### config.mk
export PLATFORM = sky130hd
export DESIGN_NAME = divisor_seq_flat
export DESIGN_NICKNAME = d
export VERILOG_FILES = /design/src/rtl/divisor_seq_pkg.sv /design/src/rtl/divisor_seq_if.sv /design/src/rtl/divisor_seq_passo.sv /design/src/rtl/divisor_seq.sv /design/src/flat_wrapper.sv
export SDC_FILE = /design/constraint.sdc
export NUM_CORES = 1
export LEC_CHECK = 0
export CAP_MARGIN = 10
export CORE_MARGIN = 5
export CORE_UTILIZATION = 50
export DETAILED_ROUTE_END_ITERATION = 12
export PLACE_DENSITY_LB_ADDON = 0.3
export SYNTH_ARGS = -nofsm -noshare
export SYNTH_HDL_FRONTEND = slang
export SYNTH_SLANG_ARGS = --single-unit
### constraint.sdc
create_clock -name clock -period 3 [get_ports clock]
set_clock_uncertainty 0.2 [all_clocks]
set_input_delay 0.6 -clock clock [delete_from_list [all_inputs] [get_ports clock]]
set_output_delay 0.6 -clock clock [all_outputs]
set_load 0.05 [all_outputs]
### src/rtl/divisor_seq_pkg.sv
// Shared types and helpers for the sequential signed divider.
// Optional overflow flag port V is enabled by defining DIVISOR_OVF_EN.
package divisor_pkg;

  typedef enum logic [1:0] {IDLE, ITER, FIX, DONE} state_t;

  localparam int ABS_W = 32;

  // One extra bit so the most negative input has an exact magnitude.
  function automatic logic [ABS_W:0] abs_ext(input logic signed [ABS_W-1:0] a);
    logic [ABS_W:0] ax;
    ax = {a[ABS_W-1], a};
    return a[ABS_W-1] ? -ax : ax;
  endfunction

endpackage

### src/rtl/divisor_seq_if.sv
// Start/busy/done handshake and result bus between the divider and its controller.
// V is present only when DIVISOR_OVF_EN is defined.
interface divisor_seq_if #(parameter int NUM_BITS = 8);
  logic                start;
  logic [NUM_BITS-1:0] A, B;
  logic                busy, done;
  logic [NUM_BITS-1:0] Q, R;
  logic                Z, N, P, div_zero;
`ifdef DIVISOR_OVF_EN
  logic                V;
  modport master (output start, A, B, input busy, done, Q, R, Z, N, P, div_zero, V);
  modport slave  (input start, A, B, output busy, done, Q, R, Z, N, P, div_zero, V);
`else
  modport master (output start, A, B, input busy, done, Q, R, Z, N, P, div_zero);
  modport slave  (input start, A, B, output busy, done, Q, R, Z, N, P, div_zero);
`endif
endinterface

### src/rtl/divisor_seq_passo.sv
// One restoring shift-subtract step on unsigned magnitudes; iterated by the divider FSM.
module divisor_passo #(
  parameter int NUM_BITS = 8
) (
  input  logic [NUM_BITS:0]   rem_i,
  input  logic [NUM_BITS-1:0] quo_i,
  input  logic [NUM_BITS:0]   div_i,
  output logic [NUM_BITS:0]   rem_o,
  output logic [NUM_BITS-1:0] quo_o
);
  logic [NUM_BITS+1:0] sh, dv;
  logic                ge;

  assign sh    = {rem_i, quo_i[NUM_BITS-1]};
  assign dv    = {1'b0, div_i};
  assign ge    = sh >= dv;
  assign rem_o = (NUM_BITS+1)'(ge ? sh - dv : sh);
  assign quo_o = {quo_i[NUM_BITS-2:0], ge};
endmodule

### src/rtl/divisor_seq.sv
// Sequential signed divider, truncating toward zero, one quotient bit per clock.
// Define DIVISOR_OVF_EN to add the V (overflow) output.
module divisor_seq
  import divisor_pkg::*;
#(
  parameter int NUM_BITS = 8
) (
  input  logic          clock,
  input  logic          reset_n,
  divisor_seq_if.slave  bus
);
  localparam int CW = $clog2(NUM_BITS);

  state_t              state_q, state_d;
  logic [CW-1:0]       cnt_q, cnt_d;
  logic [NUM_BITS:0]   rem_q, rem_d, bmag_q, bmag_d;
  logic [NUM_BITS-1:0] quo_q, quo_d;
  logic                sgnq_q, sgnq_d, sgnr_q, sgnr_d, dz_q, dz_d;

  logic [NUM_BITS-1:0] q_q, r_q;
  logic                z_q, n_q, p_q, dzo_q;

  logic signed [ABS_W-1:0] aext, bext;
  logic [NUM_BITS-1:0]     amag;
  logic [NUM_BITS:0]       bmag;
  logic [NUM_BITS:0]       step_rem;
  logic [NUM_BITS-1:0]     step_quo;
  logic [NUM_BITS-1:0]     q_res, r_mag, r_res;

  assign aext = {{(ABS_W-NUM_BITS){bus.A[NUM_BITS-1]}}, bus.A};
  assign bext = {{(ABS_W-NUM_BITS){bus.B[NUM_BITS-1]}}, bus.B};
  // |A| <= 2^(NUM_BITS-1) always fits NUM_BITS unsigned bits.
  assign amag = NUM_BITS'(abs_ext(aext));
  assign bmag = (NUM_BITS+1)'(abs_ext(bext));

  divisor_passo #(.NUM_BITS(NUM_BITS)) u_passo (
    .rem_i (rem_q),
    .quo_i (quo_q),
    .div_i (bmag_q),
    .rem_o (step_rem),
    .quo_o (step_quo)
  );

  always_comb begin
    state_d = state_q;
    cnt_d   = cnt_q;
    rem_d   = rem_q;
    quo_d   = quo_q;
    bmag_d  = bmag_q;
    sgnq_d  = sgnq_q;
    sgnr_d  = sgnr_q;
    dz_d    = dz_q;
    case (state_q)
      IDLE: if (bus.start) begin
        sgnq_d  = bus.A[NUM_BITS-1] ^ bus.B[NUM_BITS-1];
        sgnr_d  = bus.A[NUM_BITS-1];
        quo_d   = amag;
        rem_d   = '0;
        bmag_d  = bmag;
        cnt_d   = CW'(NUM_BITS-1);
        dz_d    = (bus.B == '0);
        state_d = (bus.B == '0) ? FIX : ITER;
      end
      ITER: begin
        rem_d = step_rem;
        quo_d = step_quo;
        cnt_d = cnt_q - 1'b1;
        if (cnt_q == '0) state_d = FIX;
      end
      FIX:     state_d = DONE;
      default: state_d = IDLE;
    endcase
  end

  // Divide-by-zero keeps |A| in quo so the remainder reproduces A.
  assign q_res = dz_q ? '1 : (sgnq_q ? -quo_q : quo_q);
  assign r_mag = dz_q ? quo_q : rem_q[NUM_BITS-1:0];
  assign r_res = sgnr_q ? -r_mag : r_mag;

`ifdef DIVISOR_OVF_EN
  logic v_q;
  // Only -2^(N-1) / -1 yields a positive magnitude with the top bit set.
  wire  v_res = !dz_q && !sgnq_q && quo_q[NUM_BITS-1];
`endif

  always_ff @(posedge clock or negedge reset_n) begin
    if (!reset_n) begin
      state_q <= IDLE;
      cnt_q   <= '0;
      rem_q   <= '0;
      quo_q   <= '0;
      bmag_q  <= '0;
      sgnq_q  <= 1'b0;
      sgnr_q  <= 1'b0;
      dz_q    <= 1'b0;
      q_q     <= '0;
      r_q     <= '0;
      z_q     <= 1'b0;
      n_q     <= 1'b0;
      p_q     <= 1'b0;
      dzo_q   <= 1'b0;
`ifdef DIVISOR_OVF_EN
      v_q     <= 1'b0;
`endif
    end else begin
      state_q <= state_d;
      cnt_q   <= cnt_d;
      rem_q   <= rem_d;
      quo_q   <= quo_d;
      bmag_q  <= bmag_d;
      sgnq_q  <= sgnq_d;
      sgnr_q  <= sgnr_d;
      dz_q    <= dz_d;
      if (state_q == FIX) begin
        q_q   <= q_res;
        r_q   <= r_res;
        z_q   <= (q_res == '0);
        n_q   <= q_res[NUM_BITS-1];
        p_q   <= ~q_res[0];
        dzo_q <= dz_q;
`ifdef DIVISOR_OVF_EN
        v_q   <= v_res;
`endif
      end
    end
  end

  assign bus.busy     = (state_q != IDLE);
  assign bus.done     = (state_q == DONE);
  assign bus.Q        = q_q;
  assign bus.R        = r_q;
  assign bus.Z        = z_q;
  assign bus.N        = n_q;
  assign bus.P        = p_q;
  assign bus.div_zero = dzo_q;
`ifdef DIVISOR_OVF_EN
  assign bus.V        = v_q;
`endif
endmodule

### src/flat_wrapper.sv
// flat-port wrapper written by rule: the top's interface ports become plain ports
module divisor_seq_flat import divisor_pkg::*;
#(
  parameter int NUM_BITS = 8
)
  (clock, reset_n, bus_start, bus_A, bus_B, bus_busy, bus_done, bus_Q, bus_R, bus_Z, bus_N, bus_P, bus_div_zero);
  divisor_seq_if #(.NUM_BITS(NUM_BITS)) bus_i ();
  input  logic clock;
  input  logic reset_n;
  input wire logic [$bits(bus_i.start)-1:0] bus_start;
  input wire logic [$bits(bus_i.A)-1:0] bus_A;
  input wire logic [$bits(bus_i.B)-1:0] bus_B;
  output wire logic [$bits(bus_i.busy)-1:0] bus_busy;
  output wire logic [$bits(bus_i.done)-1:0] bus_done;
  output wire logic [$bits(bus_i.Q)-1:0] bus_Q;
  output wire logic [$bits(bus_i.R)-1:0] bus_R;
  output wire logic [$bits(bus_i.Z)-1:0] bus_Z;
  output wire logic [$bits(bus_i.N)-1:0] bus_N;
  output wire logic [$bits(bus_i.P)-1:0] bus_P;
  output wire logic [$bits(bus_i.div_zero)-1:0] bus_div_zero;
  assign bus_i.start = bus_start;
  assign bus_i.A = bus_A;
  assign bus_i.B = bus_B;
  assign bus_busy = bus_i.busy;
  assign bus_done = bus_i.done;
  assign bus_Q = bus_i.Q;
  assign bus_R = bus_i.R;
  assign bus_Z = bus_i.Z;
  assign bus_N = bus_i.N;
  assign bus_P = bus_i.P;
  assign bus_div_zero = bus_i.div_zero;
  divisor_seq #(.NUM_BITS(NUM_BITS)) u_core (.clock(clock), .reset_n(reset_n), .bus(bus_i));
endmodule
==> flow_summary.json, run 1 <==
{
  "worst-endpoint-required_ps": 2200,
  "setup_total_negative_slack_ps": 0,
  "switching_share_pct": 48.7,
  "cts_setup_buffers": 0,
  "ys_dominant_reg_cell": "dfrtp_1",
  "report.final.hold_viol_count": 10,
  "finalWeightedCongestion": 0.839,
  "drtIter0Drc": 104,
  "worst_skew_pair_later_pin_latency_ps": 320,
  "most_used_cells_in_the_layout_excluding_fill_and_tap_cells": "dfrtp_1, nand2_1, clkdlybuf4s50_1, nor2_1",
  "synth_fp_nets": 416,
  "design_area_um2": 4040,
  "rsz0062_at_grt": "false",
  "worst-endpoint-arrival_ps": 2030,
  "syn_area_um2": 3460,
  "placed_cell_area_um2": 3920,
  "drive_above_1_share_pct": 9.13,
  "antenna_found_initial": 0,
  "power.net_switching_mw": 2.48,
  "cellPowerDensity_nw_per_um2": 1260,
  "io_pins": 41,
  "yosys_warnings": 0,
  "finish.net_count": 454,
  "rows": 30,
  "cts_tree": "done",
  "ctsLongestPathBuffers": 2,
  "dr_total_vias": 2768,
  "post_route_drc_violation_count": 0,
  "wire_length_of_the_first_global_routing_pass_um": 12600,
  "setup_viol": 0,
  "clock_pin_slew_reported_for_the_worst_setup_and_hold_paths_after_clock_tree_synthesis_ps": 100,
  "avgSynthCellArea_um2": 9.18,
  "cellLeakagePower_nw": 1.78,
  "run_status": "finished with violations",
  "power.share.combinational_pct": 63.2,
  "worstHoldPathType": "in2async",
  "slew_viol_final": 0,
  "antenna_cells": 0,
  "layout_commonest_cell": "dfrtp_1",
  "chipWidth_um": 93.2,
  "cellInternalPower_mw": 2.61,
  "postSynthCellCount": 377,
  "worstSetupStartpoint": "u_core.state_q[0]",
  "crit_path_end_kind": "output port",
  "wirelength_um": 7310,
  "setup_cp_type": "reg2out",
  "first_global_vias": 2732,
  "power.clock.fraction_pct": 9.9,
  "grt.overflow.total": 0,
  "fmaxAchievable_ghz": 0.353,
  "postCtsHoldBufs": 0,
  "cts_sinks": 53,
  "cts_made_buffers": 5,
  "dp_hpwl_um": 5850,
  "r2r_start": "u_core.quo_q[7]",
  "clockRootBuffer": "clkbuf_8",
  "design.die.area_um2": 8680,
  "post-route-min-period_ps": 2830,
  "asyncSetResetFlopFracSynth_pct": 100,
  "vdd.ir_drop.worst_mv": 0.553,
  "dr.pass1.iters": 4,
  "chipHeight_um": 93.2,
  "post_cts_resize_count": 0,
  "maxSlewHeadroom_pct": 62.3,
  "cts_htree_levels": 2,
  "grt_max_degree": 25,
  "failing_checks": "hold timing",
  "min_period_over_period_pct": 94.4,
  "count_of_distinct_cell_types_in_the_synthesized_netlist": 52,
  "port-buffer-count": 40,
  "p_seq_share_pct": 26.9,
  "timing.critical_path.fanout_max": 6,
  "synth.yosys.seq_area_share_pct": 38.3,
  "grt_util_all_layers_pct": 18.0,
  "ys_ff_latch": 53,
  "hold_ws_ps": -8.57,
  "start_util_pct": 51.2,
  "fillCellCount": 612,
  "areaGrowthSynthToFinish_pct": 16.9,
  "detail_route.wl_per_cell_um": 14.7,
  "coreArea_um2": 6760,
  "worst_slack_ps": 167,
  "detail_route.vias_per_cell": 5.58,
  "final_antenna_net_count": 0,
  "worstSetupStartpointType": "register",
  "pre_cts_ws_ps": 156,
  "edff_count_synth": 0,
  "timing_worst_slew_pin_value_ps": 552,
  "drv.max_cap_violation_count": 0
}
-- worst max-delay path, cell delays in order, from the launching register on --
cell             delay, ps
dfrtp_1                430
inv_1                   90
ha_1                   260
inv_1                  120
clkdlybuf4s50_1        810
-- state kept, by name, indices dropped and copies added (netlist names) --
register / cells
u_core.bus.R: 8
u_core.sgnq_q: 1
u_core.bus.P: 1
u_core.bus.Q: 7
u_core.dz_q: 1
u_core.cnt_q: 3
u_core.rem_q: 9
u_core.sgnr_q: 1
u_core.bmag_q: 9
u_core.quo_q: 8
u_core.bus.Z: 1
u_core.bus.N: 1
u_core.bus.div_zero: 1
u_core.state_q: 2
-- final timing paths --
check                              endpoint  slack (ps)  cells after the start
min reg2reg                 u_core.cnt_q[0]         280                      1
max                                bus_busy         170                      4
min                            u_core.bus.N          -9                      1
max in group asynchronous  u_core.bmag_q[7]        2000                      2
max reg2reg                 u_core.rem_q[2]         240                     10
min in group clock          u_core.cnt_q[0]         280                      1
-- cell type report --
cell class,instances,area (um^2),share of cell area (%)
inverters,28,105,2.60
clock inverters,3,43.8,1.08
multi-input cells,275,1910,47.3
well taps,80,100,2.48
clock buffers,5,68.8,1.70
repair buffers,52,485,12.0
flip-flops and latches,53,1330,32.8
-- per-layer routing --
layer | up-vias | routed length [um] | GRT usage, %
li1 | 1385 | - | -
met2 | 56 | 3550 | 31.4
met4 | 0 | 102 | 4.76
met1 | 1316 | 3360 | 22.8
met5 | - | 0 | 0
met3 | 11 | 295 | 3.54
-- power by group through the flow --
| stage | Sequential [mW] | Clock, mW | Combinational [mW] |
|---|---|---|---|
| 2_1_floorplan | 1.64 | 0 | 2.12 |
| 3_3_place_gp | 1.36 | 0 | 3.12 |
| 3_5_place_dp | 1.38 | 0 | 3.19 |
| 4_1_cts | 1.37 | 0.509 | 3.20 |
| 5_1_grt | 1.42 | 0.536 | 3.56 |
| 6_report | 1.37 | 0.501 | 3.22 |
-- cells by family after synthesis --
| family | after synthesis | synth area share (%) |
|---|---|---|
| mux | 30 | 9.08 |
| compound gates | 87 | 16.9 |
| buf+inv | 49 | 6.33 |
| fa+ha+maj | 20 | 7.45 |
| xor+xnor | 26 | 6.58 |
| flops | 53 | 38.3 |
| simple gates | 112 | 15.3 |
-- synthesized netlist by cell type, drive strengths merged (2+ instances only) --
library cell	number	share of area (%)
nor4	2	0.36
a21o	4	0.87
o31a	2	0.51
or3	3	0.54
a22oi	2	0.43
a21oi	16	2.4
clkbuf	12	1.3
ha	19	6.9
nand2	39	4.2
and3	2	0.36
inv	28	3.0
a211oi	2	1.2
xor2	15	3.8
nor3	11	1.6
o31ai	9	2.5
a31oi	6	1.1
or4	2	0.54
mux2i	19	5.5
a32oi	3	0.76
buf	9	2.0
mux2	11	3.6
nor2b	4	0.72
nand2b	4	0.72
dfrtp	53	38
nor3b	4	0.87
xnor2	11	2.8
nor2	29	3.1
nand3	7	1.0
o21ai	33	4.8
-- stage by stage --
| step | util, % | std cells | hold WS (ps) | total power [mW] |
|---|---|---|---|---|
| CTS | 59.6 | 494 | 5.47 | 5.07 |
| global placement | 58.0 | 486 | 253 | 4.49 |
| floorplan | - | 377 | 104 | 3.76 |
| detailed placement | 58.0 | 486 | 262 | 4.57 |
| finish | 59.9 | 496 | -8.57 | 5.09 |
| global route | 59.9 | 496 | 18.4 | 5.52 |
(Power assumes the default switching activity.)
==> inputs of run 2 (changes only) <==
--- a/config.mk
+++ b/config.mk
@@ -11,2 +11,3 @@
 export DETAILED_ROUTE_END_ITERATION = 12
+export GPL_TIMING_DRIVEN = 0
 export PLACE_DENSITY_LB_ADDON = 0.3
--- a/constraint.sdc
+++ b/constraint.sdc
@@ -4,2 +4,2 @@
 set_output_delay 0.6 -clock clock [all_outputs]
-set_load 0.05 [all_outputs]
+set_load 0.01 [all_outputs]
==> flow_summary.json, run 2 (synthesis gave the netlist of run 1 again) <==
{
  "fin_util_pct": 60.6,
  "report.final.hold_viol_count": 0,
  "post_cts_resize_count": 0,
  "reg2reg_setup_slack_ps": 190,
  "postCtsHoldBufs": 0,
  "grt_util_all_layers_pct": 18.0,
  "cts_sinks": 53,
  "finish.net_count": 465,
  "vdd.ir_drop.worst_mv": 0.544,
  "post_route_drc_violation_count": 0,
  "setup_viol": 0,
  "layout_commonest_cell": "dfrtp_1",
  "cts_made_buffers": 5,
  "clock_pin_slew_reported_for_the_worst_setup_and_hold_paths_after_clock_tree_synthesis_ps": 100,
  "most_used_cells_in_the_layout_excluding_fill_and_tap_cells": "dfrtp_1, nand2_1, clkdlybuf4s50_1, nor2_1",
  "crit_path_end_kind": "register",
  "chipHeight_um": 93.2,
  "drive_above_1_share_pct": 9.13,
  "ordered_cell_list_for_the_critical_path": "inv_1 -> ha_1 -> inv_1 -> fa_1 -> a211oi_4 -> o31ai_4 -> a211oi_4 -> buf_6 -> a31oi_1 -> a21o_1",
  "fmaxAchievable_ghz": 0.356,
  "finalPower_mw": 4.73,
  "grt_max_degree": 35,
  "wirelength_um": 7430,
  "worst-endpoint-arrival_ps": 2820,
  "rsz0062_at_grt": "false",
  "drv.max_cap_violation_count": 0,
  "areaGrowthSynthToFinish_pct": 18.4,
  "reg_to_reg_end": "u_core.rem_q[5]",
  "timing.critical_path.fanout_max": 10,
  "maxSlewHeadroom_pct": 49.0,
  "detail_route.vias_per_cell": 5.53,
  "cellPowerDensity_nw_per_um2": 1160,
  "slew_viol_final": 0,
  "post-route-min-period_ps": 2810,
  "cts_setup_buffers": 0,
  "worst_skew_pair_later_pin_latency_ps": 320,
  "grt.overflow.total": 0,
  "wire_length_of_the_first_global_routing_pass_um": 12600,
  "timing_worst_slew_pin_value_ps": 756,
  "worst_slack_ps": 193,
  "setup_cp_type": "reg2reg",
  "chipWidth_um": 93.2,
  "drtIter0Drc": 174,
  "cp_slowest_cell": "fa_1",
  "coreArea_um2": 6760,
  "layout_top_registers": "u_core.bmag_q: 9 flops, u_core.rem_q: 9 flops",
  "design.die.area_um2": 8680,
  "finalWeightedCongestion": 0.876,
  "r2r_start": "u_core.quo_q[7]",
  "worst_path_largest_cell_delay_ps": 490,
  "worstHoldPathType": "in2async",
  "first_global_vias": 2778,
  "antenna_cells": 0,
  "dr_total_vias": 2802,
  "detail_route.wl_per_cell_um": 14.7,
  "antenna_found_initial": 0,
  "io_pins": 41,
  "setup_total_negative_slack_ps": 0,
  "clockRootBuffer": "clkbuf_8",
  "port-buffer-count": 38,
  "cts_tree": "done",
  "dp_hpwl_um": 5820,
  "final_antenna_net_count": 0,
  "min_period_over_period_pct": 93.6,
  "start_util_pct": 51.2,
  "dr.pass1.iters": 4,
  "pre_cts_ws_ps": 103,
  "worstSetupStartpointType": "register",
  "ctsLongestPathBuffers": 2,
  "worst-endpoint-required_ps": 3010,
  "run_status": "finished, final reports clean",
  "rows": 30,
  "cellLeakagePower_nw": 1.79,
  "cts_htree_levels": 2,
  "worst_reg_to_reg_cells": 10
}
run 2: metrics by stage:
stage | std cells | cell area, um^2 | hold slack, ps
2_1_floorplan | 377 | 3460 | 104
3_3_place_gp | 495 | 3940 | 253
3_5_place_dp | 496 | 3960 | 272
4_1_cts | 504 | 4080 | 26.8
5_1_grt | 507 | 4100 | 38.4
6_report | 507 | 4100 | 18.5
run 2: worst max-delay path: cells and delay by family (launching register included):
family,cells,cell delay [ps]
AOI/OAI and AO/OA,5,1040
adders and majority gates,2,670
DFF,1,420
buffers and inverters,3,390
run 2: worst max path at each step:
stage	depth (start not counted)	endpoint	start	slack, ps
global route	10	u_core.quo_q[0]	u_core.quo_q[7]	80
floorplan	10	u_core.rem_q[5]	u_core.quo_q[7]	360
global placement	1	u_core.bmag_q[4]	reset_n	-430
detailed placement	10	u_core.rem_q[5]	u_core.quo_q[7]	100
CTS	10	u_core.rem_q[5]	u_core.quo_q[7]	70
finish	10	u_core.rem_q[5]	u_core.quo_q[7]	190
run 2: final cells by class:
| class | count | area [um^2] |
|---|---|---|
| buffer | 21 | 114 |
| clock buffer | 6 | 82.6 |
| clock inverter | 2 | 37.5 |
| fill | 596 | 2660 |
| inverter | 28 | 105 |
| multi-input combinational | 275 | 1910 |
| sequential | 53 | 1330 |
| tap | 80 | 100 |
| timing repair buffer | 42 | 418 |
run 2: per-layer routing:
metal / track usage [%] / vias to the layer above / part of all wire [%]
met4: 6.23 / 0 / 1.6
met2: 31.7 / 60 / 49
met1: 22.4 / 1316 / 45
met5: 0 / - / 0
met3: 3.06 / 11 / 4.4
li1: - / 1415 / -
run 2: power breakdown:
group          internal (mW)  switching [mW]
combinational           1.34            1.58
clock                  0.272           0.246
sequential              1.04           0.254
